--- src/rtl/dot_accum_seq.sv ---
// dot_accum_seq: sequential signed dot product of len X/Y pairs into an ACC_W accumulator.
// Latency: finished pulses the cycle after the last accepted pair (cycle after start when len=0).
// Backpressure: in_ready is high only while accumulating; pairs are taken on in_valid && in_ready.
// Optional build macro DOT_ACCUM_SATURATE_EN: overflowing additions clamp instead of wrapping.
module dot_accum_seq #(
  parameter int DATA_W = 32,
  parameter int ACC_W  = 64,
  parameter int LEN_W  = 8
) (
  input  logic              clk,
  input  logic              reset,
  input  logic              start,
  input  logic [LEN_W-1:0]  len,
  input  logic [DATA_W-1:0] X,
  input  logic [DATA_W-1:0] Y,
  input  logic              in_valid,
  output logic              in_ready,
  output logic              busy,
  output logic              finished,
  output logic [ACC_W-1:0]  result,
  output logic              overflow
);

  typedef enum logic [1:0] {
    S_IDLE  = 2'd0,
    S_ACCUM = 2'd1,
    S_DONE  = 2'd2
  } state_t;

  // Clamp limits used only when saturation is compiled in.
  localparam logic signed [ACC_W-1:0] ACC_MAX = {1'b0, {(ACC_W-1){1'b1}}};
  localparam logic signed [ACC_W-1:0] ACC_MIN = {1'b1, {(ACC_W-1){1'b0}}};

  state_t state;
  state_t state_nxt;

  logic signed [ACC_W-1:0]    acc;
  logic [LEN_W-1:0]           remaining;

  logic signed [2*DATA_W-1:0] x_ext;
  logic signed [2*DATA_W-1:0] y_ext;
  logic signed [2*DATA_W-1:0] prod;
  logic signed [ACC_W-1:0]    prod_ext;
  logic signed [ACC_W-1:0]    sum_raw;
  logic signed [ACC_W-1:0]    acc_nxt;
  logic                       add_ovf;

  logic start_acc;
  logic accept;
  logic last_pair;

  // Handshake qualifiers: start only counts in IDLE, pairs only count in ACCUM.
  assign start_acc = (state == S_IDLE) && start;
  assign accept    = (state == S_ACCUM) && in_valid;
  assign last_pair = accept && (remaining == LEN_W'(1));

  // Full-precision signed product, sign-extended to accumulator width.
  assign x_ext    = (2*DATA_W)'($signed(X));
  assign y_ext    = (2*DATA_W)'($signed(Y));
  assign prod     = x_ext * y_ext;
  assign prod_ext = ACC_W'(prod);
  assign sum_raw  = acc + prod_ext;

  // Two's-complement overflow: like-signed operands producing a result of the other sign.
  assign add_ovf = (acc[ACC_W-1] == prod_ext[ACC_W-1]) &&
                   (sum_raw[ACC_W-1] != acc[ACC_W-1]);

`ifdef DOT_ACCUM_SATURATE_EN
  // On overflow both operands share the sign of acc, so acc's sign picks the clamp rail.
  assign acc_nxt = add_ovf ? (acc[ACC_W-1] ? ACC_MIN : ACC_MAX) : sum_raw;
`else
  // Wrap-around accumulation; the sticky flag still records the overflow.
  assign acc_nxt = sum_raw;
`endif

  // State register.
  always_ff @(posedge clk) begin
    if (reset) begin
      state <= S_IDLE;
    end else begin
      state <= state_nxt;
    end
  end

  // Next-state logic; DONE always lasts exactly one cycle.
  always_comb begin
    state_nxt = state;
    case (state)
      S_IDLE: begin
        if (start) begin
          state_nxt = (len == '0) ? S_DONE : S_ACCUM;
        end
      end
      S_ACCUM: begin
        if (last_pair) begin
          state_nxt = S_DONE;
        end
      end
      S_DONE: begin
        state_nxt = S_IDLE;
      end
      default: begin
        state_nxt = S_IDLE;
      end
    endcase
  end

  // Status outputs decoded straight from the state register.
  always_comb begin
    in_ready = 1'b0;
    busy     = 1'b0;
    finished = 1'b0;
    case (state)
      S_ACCUM: begin
        in_ready = 1'b1;
        busy     = 1'b1;
      end
      S_DONE: begin
        busy     = 1'b1;
        finished = 1'b1;
      end
      default: begin
        in_ready = 1'b0;
      end
    endcase
  end

  // Datapath: clear on start, accumulate per accepted pair, publish the sum on the last pair.
  always_ff @(posedge clk) begin
    if (reset) begin
      acc       <= '0;
      remaining <= '0;
      result    <= '0;
      overflow  <= 1'b0;
    end else if (start_acc) begin
      acc       <= '0;
      remaining <= len;
      overflow  <= 1'b0;
      // Zero-length operations complete immediately with an empty sum.
      if (len == '0) begin
        result <= '0;
      end
    end else if (accept) begin
      acc       <= acc_nxt;
      remaining <= remaining - LEN_W'(1);
      if (add_ovf) begin
        overflow <= 1'b1;
      end
      if (last_pair) begin
        result <= acc_nxt;
      end
    end
  end

endmodule

--- config.mk ---
export PLATFORM = sky130hd
export DESIGN_NAME = dot_accum_seq
export DESIGN_NICKNAME = d
export VERILOG_FILES = /design/src/rtl/dot_accum_seq.sv
export SDC_FILE = /design/constraint.sdc
export NUM_CORES = 2
export LEC_CHECK = 0
export ABC_AREA = 1
export BUFFER_PORTS_ARGS = -buffer_cell sky130_fd_sc_hd__buf_2
export CAP_MARGIN = 20
export CORE_ASPECT_RATIO = 0.8
export CORE_UTILIZATION = 55
export CTS_CLUSTER_SIZE = 14
export DETAILED_ROUTE_END_ITERATION = 12
export PLACE_DENSITY = 0.72
export SETUP_SLACK_MARGIN = 0.15
export SLEW_MARGIN = 20
export SYNTH_ARGS = -nofsm -noshare
export SYNTH_HDL_FRONTEND = slang
export SYNTH_SLANG_ARGS = --single-unit
--- constraint.sdc ---
create_clock -name clk -period 11.5 [get_ports clk]
set_input_delay 0.575 -clock clk [delete_from_list [all_inputs] [get_ports clk]]
set_output_delay 0.575 -clock clk [all_outputs]
set_load 0.05 [all_outputs]
==> results.ini <==
[global_routing]
use_met3=0.0569
top_usage_layer=met2
grt_pass1_wl_mm=212
grt_usage=0.313
antenna_found_initial=4
use_met1=0.447
globalRouteOverflowTotal=0
grt_pass1_vias=39800
grt_max_degree=76
met2_usage=0.491

[setup_path]
crit_required_ps=11840
cp-start-kind=input pin
regToRegSetupSlack_ps=8530
crit_arrival_ps=10900
r2r_end=result[25]
cp_slowest_stage_delay_ps=720
cpMaxStageDelayCell=fa_1
r2r_cells=11
worstSetupPathType=input pin to flip-flop
r2r_start=state[1]
end_kind=flip-flop
cp_max_fo=32

[routing]
wl_per_cell_um=17.9
drc=8
routed_wirelength_mm=129
viasPerCell=5.28
dr.pass1.iters=10
ant_nets=0
drt-initial-drc-count=3108
num_vias=38100

[cells_and_area]
mostFrequentLayoutCell=inv_1
final_area_um2=49100
syn_to_final_growth_pct=4.35
final_cell_mix=inv_1 (1698), nand2_1 (1563), fa_1 (1083)
nFillCells=7847
drive_gt1_frac=0.0497
nets=7490

[timing]
drv_slew=0
setup_viol_count_final=0
tns_ps=0
clock-skew-final_ps=17.2
max_slew.worst_pin.slew_ps=936
timing.fmax_mhz=94.7
final.min_clock_period_ps=10560
hold_viol_final=0
finalCritPeriodShare=0.918
rsz0062_at_grt=no
slew_headroom=0.376

[clock_tree]
numCtsBuffers=17
clockBufferDepth=2
cts_setup_buffers=0
cts_resized=0
cts_hold_buf=0
clk_latency_ps=450
clk_pin_slew_ps=60
cts.sinks=139
cts_root_buf=clkbuf_16
htreeDepth=4
cts_tree=built

[synthesis]
synth-seq-cells=139
netlist_area_um2=47000
synth-main-ff-cell=dfxtp_1
yosys_warnings=0
synth_enable_flop_cells=0
synth.avg_cell_area_um2=7.67
yosysTopAreaCell=fa_1
synthArstFlopShare=0
synth_top_area_frac=0.461
yosysUniqueCellTypes=54
ys_top_cells_by_area=fa_1 (46%), inv_1 (14%), nand2_1 (12%), ha_1 (6.7%), dfxtp_1 (5.9%)
synth_nets=7538
synth_cells=6127
ys_seq_area_frac=0.0592

[min_path]
hp-start=len[4]
whs_endpoint=remaining[4]
hold_class=input pin to flip-flop
worstHoldPathCells=3

[place]
placed_cell_area_um2=48400
gp_routability_congestion=0.990
io_buffers=143
hpwlAfterDp_mm=110

[floorplanning]
die_w_um=329
start_util=0.558
die_area_um2=86700
design.core.area_um2=84300
io_pins=144
placementRows=95
die_y_um=263

[status]
failed_checks=DRC
status=finished with violations

[run]
maxCapViolCount=0

## kinds of logic after synthesis
group	after synthesis	synth area share
AO/OA/AOI/OAI	496	0.0594
XOR/XNOR	104	0.0194
adder cells (fa/ha/maj)	1335	0.528
buffers and inverters	1953	0.156
flip-flops	139	0.0592
AND/OR/NAND/NOR	2100	0.178
## state kept, by name, indices dropped and copies added (netlist names)
name,cells
acc,64
overflow,1
remaining,8
result,64
state,2
## routing by layer
| metal | up-vias | wire length [um] |
|---|---|---|
| met5 | - | 20 |
| li1 | 17400 | - |
| met2 | 1413 | 59500 |
| met1 | 19000 | 56000 |
| met3 | 214 | 10400 |
| met4 | 4 | 3440 |
## layout make-up
cell class / instances / area (um^2) / share of cell area
sequential: 139 / 2780 / 0.0567
clock inverter: 12 / 163 / 0.00332
inverter: 1719 / 6450 / 0.132
tap: 1115 / 1400 / 0.0284
clock buffer: 20 / 457 / 0.00931
timing repair buffer: 167 / 896 / 0.0183
multi-input combinational: 4035 / 36900 / 0.752
antenna: 3 / 7.51 / 0.000153
## worst max-delay path: cells and delay by family
kind / cells / cell delay (ps)
buf+inv: 9 / 1400
simple gates: 5 / 670
fa+ha+maj: 10 / 5250
xor+xnor: 1 / 370
compound gates: 11 / 2580
## per-stage QoR
stage	cells	hold WS [ps]	utilization	worst slack [ps]
floorplan	6127	445	-	2460
global placement	7175	448	0.575	597
detailed placement	7175	454	0.575	694
CTS	7207	392	0.582	1140
global route	7209	423	0.582	326
finish	7210	414	0.582	943
## worst max-delay path by stage
stage	startpoint	to	slack, ps	cells past startpoint
2_1_floorplan	X[31]	acc[61]	2460	36
3_3_place_gp	X[31]	acc[61]	600	36
3_5_place_dp	Y[2]	acc[61]	690	36
4_1_cts	Y[5]	acc[61]	1140	36
5_1_grt	X[31]	acc[61]	330	36
6_report	Y[6]	acc[61]	940	36
## synthesized netlist by cell type (18+ instances only)
| cell | n |
|---|---|
| inv_1 | 1698 |
| nand2_1 | 1564 |
| fa_1 | 1083 |
| nor2_1 | 331 |
| ha_1 | 252 |
| a21oi_1 | 228 |
| clkbuf_1 | 224 |
| o21ai_0 | 145 |
| dfxtp_1 | 139 |
| nand3_1 | 91 |
| xor2_1 | 80 |
| a31oi_1 | 25 |
| xnor2_1 | 24 |
| a21o_1 | 23 |
| nand2_2 | 20 |
| inv_2 | 18 |
Power is left out: the tool's default activity adds up to more than one toggle a clock period on the data nets, which glitch-free logic cannot reach.
